File: src/rtl/mips_pkg.sv
// Shared execute-stage definitions: ALU/MDU funct encodings and MDU sequencer states.
package mips_pkg;

  localparam logic [5:0] FN_ADD   = 6'b100000;
  localparam logic [5:0] FN_ADDU  = 6'b100001;
  localparam logic [5:0] FN_SUB   = 6'b100010;
  localparam logic [5:0] FN_SUBU  = 6'b100011;
  localparam logic [5:0] FN_AND   = 6'b100100;
  localparam logic [5:0] FN_OR    = 6'b100101;

  localparam logic [5:0] FN_MULT  = 6'b011000;
  localparam logic [5:0] FN_MULTU = 6'b011001;
  localparam logic [5:0] FN_DIV   = 6'b011010;
  localparam logic [5:0] FN_DIVU  = 6'b011011;

  typedef enum logic [1:0] {
    ST_IDLE = 2'd0,
    ST_CALC = 2'd1,
    ST_FIX  = 2'd2
  } mdu_state_e;

  function automatic logic fn_is_mdu(input logic [5:0] fn);
    return fn[5:2] == 4'b0110;
  endfunction

  // Within the MDU group, bit 1 selects divide and bit 0 selects unsigned.
  function automatic logic fn_is_div(input logic [5:0] fn);
    return fn[1];
  endfunction

  function automatic logic fn_is_signed(input logic [5:0] fn);
    return ~fn[0];
  endfunction

endpackage

File: src/rtl/mdu_step.sv
// One radix-2 iteration: shift-add multiply step or restoring divide step, chosen by is_div.
module mdu_step #(
  parameter int unsigned WIDTH = 32
) (
  input  logic                 is_div,
  input  logic [2*WIDTH-1:0]   acc,
  input  logic [2*WIDTH-1:0]   opa,
  input  logic [WIDTH-1:0]     opb,
  output logic [2*WIDTH-1:0]   acc_nx,
  output logic [2*WIDTH-1:0]   opa_nx,
  output logic [WIDTH-1:0]     opb_nx
);

  // Divide packs {remainder, dividend/quotient} in acc; divisor sits in opa[WIDTH-1:0].
  logic [WIDTH:0]   shifted;
  logic [WIDTH+1:0] diff;

  always_comb begin
    shifted = {acc[2*WIDTH-1:WIDTH], acc[WIDTH-1]};
    diff    = {1'b0, shifted} - {2'b00, opa[WIDTH-1:0]};
    acc_nx  = acc;
    opa_nx  = opa;
    opb_nx  = opb;
    if (is_div) begin
      if (diff[WIDTH+1:WIDTH] == 2'b00) begin
        acc_nx = {diff[WIDTH-1:0], acc[WIDTH-2:0], 1'b1};
      end else begin
        acc_nx = {shifted[WIDTH-1:0], acc[WIDTH-2:0], 1'b0};
      end
    end else begin
      if (opb[0]) begin
        acc_nx = acc + opa;
      end
      opa_nx = opa << 1;
      opb_nx = opb >> 1;
    end
  end

endmodule

File: src/rtl/mdu_seq.sv
// Iterative MULT/MULTU/DIV/DIVU sequencer owning HI/LO.
// Define MDU_EARLY_TERM_EN to end multiplies once the remaining multiplier is zero.
module mdu_seq
  import mips_pkg::*;
#(
  parameter int unsigned WIDTH = 32,
  parameter int unsigned CNT_W = $clog2(WIDTH) + 1
) (
  input  logic             clk,
  input  logic             rst_n,
  input  logic             start,
  input  logic [5:0]       Func,
  input  logic [WIDTH-1:0] a,
  input  logic [WIDTH-1:0] b,
  input  logic             mthi,
  input  logic             mtlo,
  input  logic [WIDTH-1:0] wdata,
  output logic [WIDTH-1:0] hi,
  output logic [WIDTH-1:0] lo,
  output logic             busy,
  output logic             done
);

  localparam logic [CNT_W-1:0] CntInit = CNT_W'(WIDTH);

  mdu_state_e         state_q, state_d;
  logic [CNT_W-1:0]   cnt_q, cnt_d;
  logic [2*WIDTH-1:0] acc_q, acc_d, opa_q, opa_d;
  logic [WIDTH-1:0]   opb_q, opb_d;
  logic               is_div_q, is_div_d, neg_q, neg_d, rneg_q, rneg_d;
  logic [WIDTH-1:0]   hi_q, hi_d, lo_q, lo_d;
  logic               done_q, done_d;

  logic [2*WIDTH-1:0] acc_nx, opa_nx, prod_fix;
  logic [WIDTH-1:0]   opb_nx, a_abs, b_abs, quo_fix, rem_fix;
  logic               op_signed, op_div;

  mdu_step #(.WIDTH(WIDTH)) u_step (
    .is_div (is_div_q),
    .acc    (acc_q),
    .opa    (opa_q),
    .opb    (opb_q),
    .acc_nx (acc_nx),
    .opa_nx (opa_nx),
    .opb_nx (opb_nx)
  );

  always_comb begin
    state_d   = state_q;
    cnt_d     = cnt_q;
    acc_d     = acc_q;
    opa_d     = opa_q;
    opb_d     = opb_q;
    is_div_d  = is_div_q;
    neg_d     = neg_q;
    rneg_d    = rneg_q;
    hi_d      = hi_q;
    lo_d      = lo_q;
    done_d    = 1'b0;
    op_signed = fn_is_signed(Func);
    op_div    = fn_is_div(Func);
    a_abs     = (op_signed && a[WIDTH-1]) ? -a : a;
    b_abs     = (op_signed && b[WIDTH-1]) ? -b : b;
    prod_fix  = neg_q ? -acc_q : acc_q;
    quo_fix   = neg_q ? -acc_q[WIDTH-1:0] : acc_q[WIDTH-1:0];
    rem_fix   = rneg_q ? -acc_q[2*WIDTH-1:WIDTH] : acc_q[2*WIDTH-1:WIDTH];

    unique case (state_q)
      ST_IDLE: begin
        if (start && fn_is_mdu(Func)) begin
          is_div_d = op_div;
          neg_d    = op_signed && (a[WIDTH-1] ^ b[WIDTH-1]);
          rneg_d   = op_signed && op_div && a[WIDTH-1];
          cnt_d    = CntInit;
          state_d  = ST_CALC;
          if (op_div) begin
            acc_d = {{WIDTH{1'b0}}, a_abs};
            opa_d = {{WIDTH{1'b0}}, b_abs};
            if (b == '0) begin
              // Divide by zero: preload the architectural result, FIX passes it through.
              acc_d   = {a, {WIDTH{1'b1}}};
              neg_d   = 1'b0;
              rneg_d  = 1'b0;
              state_d = ST_FIX;
            end
          end else begin
            acc_d = '0;
            opa_d = {{WIDTH{1'b0}}, a_abs};
            opb_d = b_abs;
          end
        end else if (!start) begin
          if (mthi) hi_d = wdata;
          if (mtlo) lo_d = wdata;
        end
      end
      ST_CALC: begin
        acc_d = acc_nx;
        opa_d = opa_nx;
        opb_d = opb_nx;
        cnt_d = cnt_q - 1'b1;
        if (cnt_q == CNT_W'(1)) begin
          state_d = ST_FIX;
        end
`ifdef MDU_EARLY_TERM_EN
        if (!is_div_q && (opb_nx == '0)) begin
          state_d = ST_FIX;
        end
`endif
      end
      ST_FIX: begin
        if (is_div_q) begin
          hi_d = rem_fix;
          lo_d = quo_fix;
        end else begin
          hi_d = prod_fix[2*WIDTH-1:WIDTH];
          lo_d = prod_fix[WIDTH-1:0];
        end
        done_d  = 1'b1;
        state_d = ST_IDLE;
      end
      default: state_d = ST_IDLE;
    endcase
  end

  always_ff @(posedge clk or negedge rst_n) begin
    if (!rst_n) begin
      state_q  <= ST_IDLE;
      cnt_q    <= '0;
      acc_q    <= '0;
      opa_q    <= '0;
      opb_q    <= '0;
      is_div_q <= 1'b0;
      neg_q    <= 1'b0;
      rneg_q   <= 1'b0;
      hi_q     <= '0;
      lo_q     <= '0;
      done_q   <= 1'b0;
    end else begin
      state_q  <= state_d;
      cnt_q    <= cnt_d;
      acc_q    <= acc_d;
      opa_q    <= opa_d;
      opb_q    <= opb_d;
      is_div_q <= is_div_d;
      neg_q    <= neg_d;
      rneg_q   <= rneg_d;
      hi_q     <= hi_d;
      lo_q     <= lo_d;
      done_q   <= done_d;
    end
  end

  assign hi   = hi_q;
  assign lo   = lo_q;
  assign busy = (state_q != ST_IDLE);
  assign done = done_q;

endmodule

File: config.mk
export PLATFORM = sky130hd
export DESIGN_NAME = mdu_seq
export DESIGN_NICKNAME = d
export VERILOG_FILES = /design/src/rtl/mips_pkg.sv /design/src/rtl/mdu_step.sv /design/src/rtl/mdu_seq.sv
export SDC_FILE = /design/constraint.sdc
export NUM_CORES = 1
export LEC_CHECK = 0
export ABC_AREA = 0
export ABC_CLOCK_PERIOD_IN_PS = 4000
export CAP_MARGIN = 40
export CELL_PAD_IN_SITES_DETAIL_PLACEMENT = 0
export CELL_PAD_IN_SITES_GLOBAL_PLACEMENT = 1
export CORE_MARGIN = 5
export CORE_UTILIZATION = 44
export DETAILED_ROUTE_END_ITERATION = 16
export HOLD_SLACK_MARGIN = 0.12
export PLACE_DENSITY_LB_ADDON = 0.1
export SLEW_MARGIN = 30
export SYNTH_ARGS = -nofsm -noshare
export SYNTH_HDL_FRONTEND = slang
export SYNTH_SLANG_ARGS = --single-unit
File: constraint.sdc
create_clock -name clk -period 4 [get_ports clk]
set_input_delay 0.8 -clock clk [delete_from_list [all_inputs] [get_ports clk]]
set_output_delay 0.8 -clock clk [all_outputs]
set_load 0.005 [all_outputs]
==> results.sh <==
export IMPL_critical_path_arrival_ps=4530
export IMPL_cp_slowest_stage_delay_ps=790
export IMPL_cts_tree="built"
export IMPL_critical_path_class="in -> reg"
export IMPL_syn_area_um2=20500
export IMPL_core_area_um2=46400
export IMPL_cts_path_max_buffers=3
export IMPL_die_area_um2=51100
export IMPL_grt_ovfl_total=0
export IMPL_ff_latch_area_um2=5910
export IMPL_cp_cell_sequence="clkdlybuf4s50_1 > nor3_1 > nor3b_1 > nand2_1 > nor4_1 > buf_4 > a21oi_1 > xnor2_1 > a21oi_1 > a21oi_1 > o21ai_0"
export IMPL_start_util=0.443
export IMPL_numPortBuffers=172
export IMPL_cts_sinks=236
export IMPL_routed_via_count=22100
export IMPL_status="finished, violations left"
export IMPL_drive_above_1_share=0.118
export IMPL_hold_path_class="in -> async"
export IMPL_first_pass_iters=6
export IMPL_grt_pass1_wl_um=132000
export IMPL_syn_avg_cell_area_um2=7.60
export IMPL_cts_made_buffers=30
export IMPL_cp_common_cell="a21oi_1"
export IMPL_p_leak_nw=10.9
export IMPL_met1_usage=0.457
export IMPL_p_per_area_nw_per_um2=994
export IMPL_die_y_um=226
export IMPL_grt_pass1_vias=21200
export IMPL_power_total_w=0.0252
export IMPL_root_buffer="clkbuf_16"
export IMPL_hold_ws_ps=215
export IMPL_nets=3178
export IMPL_synth_nets=2911
export IMPL_fin_crit_sh=1.02
export IMPL_routed_wl_um=88700
export IMPL_fmax_ghz=0.245
export IMPL_dieWidth_um=226
export IMPL_critPathCaptureType="flop"
export IMPL_clkLatencyLatePin_ps=610
export IMPL_wl_per_cell_um=24.6
export IMPL_cp_data_required_time_ps=4460
export IMPL_drcViolationCount=0
export IMPL_grt_met3_usage=0.0533
export IMPL_grt_max_degree=90
export IMPL_io_pin_count=173
export IMPL_dpl_hpwl_um=70200
export IMPL_cp_slowest_cell="nor3b_1"
export IMPL_setup_viol=2
export IMPL_drv_cap=0
export IMPL_maxSlewHeadroom=0.422
export IMPL_num_rows=79
export IMPL_placed_area_um2=24200
export IMPL_antenna_found_initial=5
export IMPL_finalWorstSetupSlack_ps=-74.9
export IMPL_synth_seq_area_share=0.288
export IMPL_postSynth_asyncResetShare=1.00
export IMPL_cp_max_fo=5
export IMPL_vias_per_cell=6.13
export IMPL_detail_route_antenna_nets=0
export IMPL_finalHoldViolations=0
export IMPL_slew_violations=0
export IMPL_vdd_ir_drop_max_uv=616
export IMPL_syn2layout_area_growth_pct=23.6
export IMPL_design_area_um2=25400
export IMPL_grt_use_total=0.338
export IMPL_cts_resized_gates=0
export IMPL_fin_skew_ps=23.1
export IMPL_worst_slew_pin_slew_ps=861
export IMPL_nFillCells=4504
export IMPL_syn_inst=2701
export IMPL_cts_hold_buf=0
export IMPL_use_met2=0.536
export IMPL_synth_ff_type="dfrtp_1"
export IMPL_yosysWarnings=0
export IMPL_start_kind="input pin"
export IMPL_multi_input_area_um2=13800
export IMPL_htreeDepth=1
export IMPL_gp_congestion=1.00
export IMPL_synth_edf_count=0
export IMPL_drt_iter0_markers=2384
export IMPL_global_route_peak_usage_layer="met2"
export IMPL_synth_cell_types=88
export IMPL_min_period_ps=4070
export IMPL_postCtsSetupBuffers=0
export IMPL_synth_seq_cells=236
export IMPL_violations="negative setup slack"
export IMPL_clk_pin_slew_ps=60
export IMPL_rsz0062_at_grt="no"
==> metrics by stage <==
stage	TNS, ps	cells	utilization	setup WS (ps)
after floorplan	0	2701	-	399
after global placement	-6980	3542	0.523	-421
after detailed placement	-9180	3542	0.523	-459
after CTS	0	3597	0.547	26.2
after global routing	0	3599	0.548	0.717
final	-122	3599	0.548	-74.9
==> flip-flops by register name (all words and copies together), names as in the netlist <==
register  cells
is_div_q      1
opb_q        32
opa_q        64
neg_q         1
acc_q        64
state_q       2
hi           32
done          1
cnt_q         6
lo           32
rneg_q        1
==> routing by layer <==
layer	wire length (um)	vias up	part of all wire
li1	-	10300	-
met1	36800	10600	0.42
met2	39400	1025	0.44
met3	7640	184	0.086
met4	4810	2	0.054
met5	13	-	0.00015
==> cell families after synthesis <==
logic type	share of synthesized area
and+or+nand+nor	0.206
AOI/OAI and AO/OA	0.277
buffers and inverters	0.0474
DFF	0.288
xor gates and xnor gates	0.0844
adders and majority gates	0.0635
muxes	0.0344
==> path summary, 6_finish.rpt <==
kind,start,endpoint,slack [ps],cells after the start
min in group clk,opb_q[31],opb_q[31],480,2
min reg2reg,opb_q[31],opb_q[31],480,2
max reg2reg,opa_q[0],acc_q[54],160,13
max in group asynchronous,rst_n,cnt_q[3],2850,2
min,rst_n,lo[9],220,1
max,a[10],acc_q[30],-70,11
==> layout by cell type, fill, tap and decap left out, types with 9 or more instances in the layout <==
cell,netlist,final
nand3_1,62,62
o211ai_1,25,25
o21bai_1,22,22
mux2_2,21,21
o41ai_1,15,15
o21ai_0,244,241
nand4_1,28,28
nor4_1,13,13
a211oi_1,42,40
dfrtp_1,236,235
and3_1,16,16
nor2b_1,15,15
a21oi_1,295,295
xor2_1,62,62
and2_1,10,10
or3_1,22,22
or4_1,19,19
a21o_1,48,48
buf_4,0,214
o31ai_1,25,25
xnor2_1,136,136
nand2_1,397,395
nor2_1,223,218
o21a_1,12,12
clkdlybuf4s50_1,0,170
o221ai_1,21,21
ha_1,101,101
clkbuf_16,0,30
a22oi_1,23,23
a31oi_1,42,42
nand2b_1,12,12
nor3_1,54,53
or2_2,13,13
a221oi_1,23,23
inv_1,87,87
mux2i_1,47,47
nand3b_1,9,9
==> final cells by class <==
type                       instances  area share
multi-input combinational       2215       0.542
clock buffer                      34      0.0310
antenna                            1   0.0000986
inverter                          90      0.0133
sequential                       236       0.233
timing repair buffer             395       0.138
tap                              607      0.0299
clock inverter                    21      0.0132
==> cells in the mapped netlist (all sizes together) (42+ instances only) <==
| master | count | area (um^2) |
|---|---|---|
| nor2 | 223 | 837 |
| ha | 101 | 1260 |
| nand3 | 63 | 320 |
| dfrtp | 236 | 5910 |
| nand2 | 397 | 1490 |
| a211oi | 42 | 315 |
| a21o | 48 | 360 |
| mux2i | 47 | 470 |
| nor3 | 54 | 270 |
| o21ai | 250 | 1250 |
| a21oi | 296 | 1490 |
| xnor2 | 136 | 1190 |
| a31oi | 42 | 263 |
| clkbuf | 131 | 503 |
| inv | 88 | 330 |
| xor2 | 62 | 543 |
==> critical path, delay by kind of cell <==
kind            cells  cell delay (ps)
simple gates        4             2250
buf+inv             2              670
compound gates      4              430
xor+xnor            1              390
==> power by group <==
| group | total [W] | switching, W | leakage (nW) | internal (W) |
|---|---|---|---|---|
| clock network | 0.00315 | 0.00122 | 0.539 | 0.00193 |
| registers | 0.00441 | 0.000884 | 2.88 | 0.00352 |
| logic | 0.0177 | 0.0105 | 7.49 | 0.00720 |
| total | 0.0252 | 0.0126 | 10.9 | 0.0127 |
(Power assumes the default switching activity.)
